==> src/rtl/plot_sink.sv <==
// Pixel-plot sink: clips off-screen requests, queues on-screen ones in a FIFO
// and drains them as linear framebuffer writes. Optional PLOT_DEDUP_EN drops repeats.
module plot_sink #(
    parameter int DEPTH = 16,
    parameter int XMAX  = 160,
    parameter int YMAX  = 120
) (
    input  logic                       clock,
    input  logic                       resetn,
    input  logic                       in_valid,
    output logic                       in_ready,
    input  logic [7:0]                 in_x,
    input  logic [6:0]                 in_y,
    input  logic [2:0]                 in_colour,
    input  logic                       mem_busy,
    output logic                       mem_we,
    output logic [14:0]                mem_addr,
    output logic [2:0]                 mem_data,
    output logic [$clog2(DEPTH):0]     fifo_level,
    output logic [7:0]                 drop_count
);
    localparam int             AW   = $clog2(DEPTH);
    localparam logic [AW:0]    FULL = (AW+1)'(DEPTH);
    localparam logic [7:0]     XLIM = 8'(XMAX);
    localparam logic [6:0]     YLIM = 7'(YMAX);

    logic [17:0]   r_mem [DEPTH];
    logic [AW-1:0] r_wr;
    logic [AW-1:0] r_rd;
    logic [AW:0]   r_level;
    logic [7:0]    r_drop;
    logic          r_we;
    logic [14:0]   r_addr;
    logic [2:0]    r_data;

    logic          w_accept;
    logic          w_onscreen;
    logic          w_dup;
    logic          w_push;
    logic          w_pop;
    logic [17:0]   w_entry;
    logic [17:0]   w_head;
    logic [7:0]    w_hx;
    logic [6:0]    w_hy;
    logic [2:0]    w_hc;
    logic [14:0]   w_addr;

    assign in_ready   = (r_level != FULL);
    assign w_accept   = in_valid && in_ready;
    assign w_onscreen = (in_x < XLIM) && (in_y < YLIM);
    assign w_entry    = {in_x, in_y, in_colour};
    assign w_push     = w_accept && w_onscreen && !w_dup;
    assign w_pop      = (r_level != '0) && !mem_busy;

`ifdef PLOT_DEDUP_EN
    logic [17:0] r_last;
    logic        r_last_vld;

    // Repeats are still accepted (and not counted as drops), just never queued.
    assign w_dup = r_last_vld && (r_last == w_entry);

    always_ff @(posedge clock or negedge resetn) begin
        if (!resetn) begin
            r_last     <= '0;
            r_last_vld <= 1'b0;
        end else if (w_push) begin
            r_last     <= w_entry;
            r_last_vld <= 1'b1;
        end
    end
`else
    assign w_dup = 1'b0;
`endif

    assign w_head = r_mem[r_rd];
    assign w_hx   = w_head[17:10];
    assign w_hy   = w_head[9:3];
    assign w_hc   = w_head[2:0];
    // y*160 + x as two shifts; fits 15 bits for every on-screen pixel.
    assign w_addr = ({8'b0, w_hy} << 7) + ({8'b0, w_hy} << 5) + {7'b0, w_hx};

    always_ff @(posedge clock) begin
        if (w_push) r_mem[r_wr] <= w_entry;
    end

    always_ff @(posedge clock or negedge resetn) begin
        if (!resetn) begin
            r_wr    <= '0;
            r_rd    <= '0;
            r_level <= '0;
            r_drop  <= '0;
            r_we    <= 1'b0;
            r_addr  <= '0;
            r_data  <= '0;
        end else begin
            if (w_push) r_wr <= r_wr + 1'b1;
            if (w_pop)  r_rd <= r_rd + 1'b1;
            case ({w_push, w_pop})
                2'b10:   r_level <= r_level + 1'b1;
                2'b01:   r_level <= r_level - 1'b1;
                default: r_level <= r_level;
            endcase
            if (w_accept && !w_onscreen && (r_drop != 8'hFF))
                r_drop <= r_drop + 8'd1;
            r_we <= w_pop;
            if (w_pop) begin
                r_addr <= w_addr;
                r_data <= w_hc;
            end
        end
    end

    assign mem_we     = r_we;
    assign mem_addr   = r_addr;
    assign mem_data   = r_data;
    assign fifo_level = r_level;
    assign drop_count = r_drop;
endmodule
==> config.mk <==
export PLATFORM = sky130hd
export DESIGN_NAME = plot_sink
export DESIGN_NICKNAME = d
export VERILOG_FILES = /design/src/rtl/plot_sink.sv
export SDC_FILE = /design/constraint.sdc
export NUM_CORES = 1
export LEC_CHECK = 0
export CORE_MARGIN = 10
export CORE_UTILIZATION = 60
export DETAILED_ROUTE_END_ITERATION = 10
export DONT_BUFFER_PORTS = 1
export PLACE_DENSITY = 0.76
export SYNTH_ARGS = -nofsm -noshare
export SYNTH_HDL_FRONTEND = slang
export SYNTH_SLANG_ARGS = --single-unit
==> constraint.sdc <==
create_clock -name clock -period 9.9 [get_ports clock]
set_input_delay 0.99 -clock clock [delete_from_list [all_inputs] [get_ports clock]]
set_output_delay 0.99 -clock clock [all_outputs]
set_load 0.05 [all_outputs]
==> results_dict.tcl, run 1 <==
set metrics [dict create \
    worst_pin_slew_ns 0.9877 \
    die_area_um2 28110 \
    seq_area_um2 9656 \
    syn_nets 691 \
    max_freq_ghz 0.2032 \
    initial_core_util_pct 61.64 \
    clock_skew_ns 0.01217 \
    synthSimpleGateAreaFrac_pct 3.233 \
    leakagePower_nw 4.938 \
    nNetsFinal 720 \
    clk_latency_ns 0.51 \
    criticalPathCategory "reg -> reg" \
    cts_setup_buffers 0 \
    num_antenna_cells 0 \
    min_path_type "in -> async" \
    max-cap-violations 0 \
    cts_sinks 328 \
    cts.path.max_buffers 3 \
    ys_seq_area_share_pct 73.77 \
    root_buffer "clkbuf_16" \
    htreeDepth 2 \
    grt_overflow_total 0 \
    synth_area_leader_cell "edfxtp_1" \
    synth_compound_area_share_pct 1.597 \
    grt_first_pass_wirelength_um 44570 \
    dr.pass1.iters 7 \
    crit_family "multiplexers" \
    globalplace.congestion 0.8545 \
    max_slew_margin_pct 34.16 \
    status "completed" \
    post-dp-hpwl_um 15020 \
    cts_buffers 34 \
    synthCells 643 \
    fillCellCount 1284 \
    routedWlPerCell_um 30.28 \
    r2r-start "r_rd[0]" \
    port-buffer-count 0 \
    pre_cts_ws_ns 4.923 \
    grt_usage_pct 21.24 \
    finalWorstPathRequiredPeriod_ns 4.920 \
    totalWireLength_um 29430 \
    syn_to_final_growth_pct 11.65 \
    die_h_um 167.7 \
    cp-start-kind "flop" \
    maxSlewViolCount 0 \
    drive_gt1_share_pct 25.97 \
    synth-edff-count 288 \
    arrival_ns 5.31 \
    path_cells "buf_4, mux4_2, mux4_2, ha_1, ha_1, fa_1, a21o_1, a311o_1, a21o_1, a21oi_1, o21ai_1" \
    tritoncts "done" \
    num_rows 53 \
    slowest_stage "dfrtp_4" \
    grt_pass1_vias 6750 \
    synth_top_area_share_pct 66.12 \
    synth_ff_type "edfxtp_1" \
    crit_buf_inv 1 \
    synth.avg_cell_area_um2 20.34 \
    async_flop_share_pct 12.20 \
    syn_area_um2 13080 \
    endpoint_kind "flop" \
    period_share_pct 49.70 \
    synth_cell_types 38 \
    worst_slack_ns 4.980 \
    setup_viol 0 \
    die_w_um 167.7 \
    io_pins 55 \
    antenna_left 0 \
    synth-xor-area-share_pct 1.540 \
    cts.repair.resized 0 \
    cp_max_fo 41 \
    ys_ff_latch 328 \
    drc 0 \
    p_per_area_nw_per_um2 330.5 \
    synth_adder_area_share_pct 2.659 \
    synth_area_leaders "edfxtp_1 66%, mux4_2 15%, dfrtp_1 7.7%" \
    tns_ns 0 \
    stdcell_area_um2 14600 \
    grt_max_degree 49 \
    routed-via-count 6434 \
    hold_violations 0 \
    antenna_found_initial 0 \
    hold_buffers 0 \
    clk_pin_slew_worst_paths_ns 0.06 \
    required_ns 10.29 \
    max_stage_delay_ns 0.88 \
    crit_path_start "r_rd[0]" \
    multi_input_area_um2 3304 \
    core_area_um2 21220 \
    via_per_inst 6.619 \
    worst_ir_drop_vdd_mv 0.2459 \
    synth-warning-count 0 \
    drt-initial-drc-count 798 \
    placed_cell_area_um2 13530 \
    synth.area.mux_share_pct 15.66 \
    synth_top_family_by_area "multiplexers" \
    rsz0062_at_grt "no" \
]
[synthesized netlist by cell type (all sizes together), types with 8 or more instances]
master  number
clkbuf      13
o21ai       11
mux4        90
nand2       56
ha          23
edfxtp     288
xnor2       12
inv         21
dfrtp       40
nor2         8
nor3        14
buf         14
xor2        11
[cells by family (layout without fill, tap and decap cells)]
family                     count (synthesis)  after routing
muxes                                     92             92
AOI/OAI and AO/OA                         31             31
and+or+nand+nor                           95             95
xor gates and xnor gates                  23             23
DFF                                      328            328
buffers and inverters                     48            102
adders and majority gates                 26             26
[state kept, by name, summed over array words and instances, names as in the netlist]
name,count
r_mem,288
mem_data,3
drop_count,8
mem_addr,15
r_rd,4
r_wr,4
mem_we,1
fifo_level,5
[report_power, final]
group	leakage [nW]	total, mW	switching (mW)	internal (mW)
clock	0.526	1.22	0.506	0.715
combinational	1.34	1.59	0.825	0.761
sequential	3.08	2.02	0.365	1.66
[cells in the final DEF, fill, tap and decap left out, types with 3 or more instances in the layout]
master	instances
xnor2_1	12
nand2_1	56
clkbuf_1	8
nor3_2	8
buf_4	20
clkinv_2	6
a21oi_1	7
o21ai_1	9
xor2_1	11
mux4_2	90
nand3_1	4
ha_1	23
nor3_1	6
dfrtp_1	37
a21o_1	5
clkbuf_16	37
inv_1	19
edfxtp_1	288
fa_1	3
nor2_1	4
nor2_2	4
nor4_2	5
o21a_1	3
clkinv_1	5
[per-layer routing]
layer  global-route usage, %  part of all wire, %  vias up
met3                   5.290                  8.9       68
met5                       0                    0        -
li1                        -                    -     2637
met2                   34.65                   51      380
met4                   8.516                  3.3        0
met1                   26.93                   37     3349
[final cells by class]
cell class,instances,area share [%]
inverters,21,0.5398
clock buffers,46,6.640
repair buffers,20,1.028
well taps,275,2.356
multi-input cells,267,22.63
flip-flops and latches,328,66.12
clock inverters,15,0.6940
[metrics by stage]
| stage | total power, mW | util (%) | hold WS, ns | std cells |
|---|---|---|---|---|
| 2_1_floorplan | 3.199 | - | 0.5658 | 643 |
| 3_3_place_gp | 3.514 | 63.77 | 0.5958 | 911 |
| 3_5_place_dp | 3.601 | 63.77 | 0.6322 | 911 |
| 4_1_cts | 4.852 | 68.82 | 0.1482 | 972 |
| 5_1_grt | 5.069 | 68.82 | 0.1429 | 972 |
| 6_report | 4.827 | 68.82 | 0.1692 | 972 |
[final timing paths]
path	end	cells after the start	slack [ns]
worst min-delay path	mem_addr[2]	0	0.17
min in group clock	r_mem[5][1]	0	0.57
max in group asynchronous	r_rd[0]	0	9.64
worst max register to register	mem_addr[14]	11	4.98
worst max-delay path	mem_addr[14]	11	4.98
worst min register to register	r_wr[1]	2	0.64
Note: power is estimated with default switching activity, not from simulation.
==> inputs of run 2 (changes only) <==
clock period = 5 ns   (was 9.9 ns; I/O delays follow)
==> run 2 against run 1 <==
  * Worst hold slack lost 0.14 ns
  * Register-to-register slack lost 4.1 ns
  * Cell area grew 0.19%
  * Maximum frequency grew 21%
  * Power grew 95%
  * Final cell count grew 0.51%
==> results_dict.tcl, run 2 (synthesis gave the netlist of run 1 again) <==
set metrics [dict create \
    fillCellCount 1237 \
    largest_reg_flops 288 \
    max-cap-violations 0 \
    finalWorstPathRequiredPeriod_ns 4.078 \
    layout_common_cells "288 x edfxtp_1, 90 x mux4_2, 56 x nand2_1" \
    grt_first_pass_wirelength_um 42030 \
    cts_buffers 31 \
    drc 0 \
    arrival_ns 4.51 \
    root_buffer "clkbuf_16" \
    grt_usage_pct 19.63 \
    setup_viol 0 \
    drt-initial-drc-count 759 \
    cp-start-kind "flop" \
    hold_violations 0 \
    tns_ns 0 \
    num_antenna_cells 0 \
    rsz0062_at_grt "no" \
    regMostFlops "r_mem" \
    crit_family "compound AO/OA/AOI/OAI gates" \
    htreeDepth 1 \
    syn_to_final_growth_pct 11.86 \
    dr.pass1.iters 5 \
    grt_overflow_total 0 \
    clk_latency_ns 0.56 \
    worst_ir_drop_vdd_mv 0.3672 \
    status "completed" \
    maxSlewViolCount 0 \
    max_stage_delay_ns 0.75 \
    path_cells "buf_4, mux4_2, mux4_2, ha_1, ha_1, fa_1, a21o_1, a311o_1, a21o_1, a21oi_1, o21ai_1" \
    num_rows 53 \
    cp_max_fo 22 \
    antenna_left 0 \
    period_share_pct 81.56 \
    max_freq_ghz 0.2452 \
    clock_skew_ns 0.02182 \
    hold_slack_ns 0.03036 \
    antenna_found_initial 0 \
    clk_pin_slew_worst_paths_ns 0.07 \
    slowest_stage "dfrtp_2" \
    tritoncts "done" \
    endpoint_kind "flop" \
    drive_gt1_share_pct 26.78 \
    final_common_cell "edfxtp_1" \
    port-buffer-count 0 \
    grt_max_degree 41 \
    die_area_um2 28110 \
    cts.repair.resized 0 \
    required_ns 5.43 \
    die_h_um 167.7 \
    nNetsFinal 725 \
    grt_pass1_vias 6640 \
    globalplace.congestion 0.8186 \
    post-dp-hpwl_um 15470 \
    criticalPathCategory "reg -> reg" \
    totalWireLength_um 27810 \
    min_path_type "in -> reg" \
    core_area_um2 21220 \
    die_w_um 167.7 \
    worst_pin_slew_ns 0.7787 \
    cts.path.max_buffers 3 \
    via_per_inst 6.498 \
    cts_sinks 328 \
    routedWlPerCell_um 28.46 \
    crit_buf_inv 1 \
    routed-via-count 6349 \
    leakagePower_nw 4.944 \
    io_pins 55 \
    p_per_area_nw_per_um2 642.6 \
    initial_core_util_pct 61.64 \
    max_slew_margin_pct 48.09 \
]
## run 2: path summary, 6_finish.rpt
check                              from             to  slack, ns  depth (start not counted)
setup / recovery                r_rd[1]   mem_addr[14]       0.92                         11
hold / removal             in_colour[0]    r_mem[2][0]       0.03                          0
setup reg to reg                r_rd[1]   mem_addr[14]       0.92                         11
hold reg to reg                 r_wr[1]        r_wr[1]       0.66                          2
max in group asynchronous        resetn        r_rd[1]       4.33                          2
min in group asynchronous        resetn  drop_count[0]       0.44                          2
## run 2: metrics by stage
stage / setup slack, ns / cells / total power, mW / cell area [um^2] / util, %
floorplan: 1.190 / 643 / 6.335 / 13080 / -
global placement: 0.9306 / 917 / 6.987 / 13580 / 63.99
detailed placement: 0.8750 / 917 / 7.113 / 13580 / 63.99
CTS: 0.8572 / 977 / 9.471 / 14630 / 68.95
global route: 0.6648 / 977 / 9.867 / 14630 / 68.95
finish: 0.9219 / 977 / 9.402 / 14630 / 68.95
## run 2: routing by layer
metal | vias up | part of all wire (%) | global-route usage (%)
li1 | 2642 | - | -
met1 | 3351 | 38 | 25.46
met2 | 300 | 52 | 32.81
met3 | 56 | 7.8 | 3.979
met4 | 0 | 2.5 | 6.207
met5 | - | 0 | 0
## run 2: final cells by class
class                      instances  area (um^2)  area share (%)
timing repair buffer              28        232.7           1.591
clock inverter                    22        221.5           1.514
inverter                          21        78.83          0.5387
clock buffer                      36        794.5           5.430
multi-input combinational        267         3304           22.58
tap                              275        344.1           2.352
sequential                       328         9656           65.99
## run 2: timing repair
item                                   in CTS  in global routing
buffers inserted                            0                  0
hold buffers                                2                  0
endpoints found under the hold margin      40                  0
## run 2: power breakdown
part	leakage [nW]	switching, mW	internal, mW	total [mW]
clock network	0.485	0.975	1.35	2.32
logic	1.38	1.48	1.52	3.00
registers	3.08	0.803	3.28	4.08
total	4.94	3.26	6.14	9.40
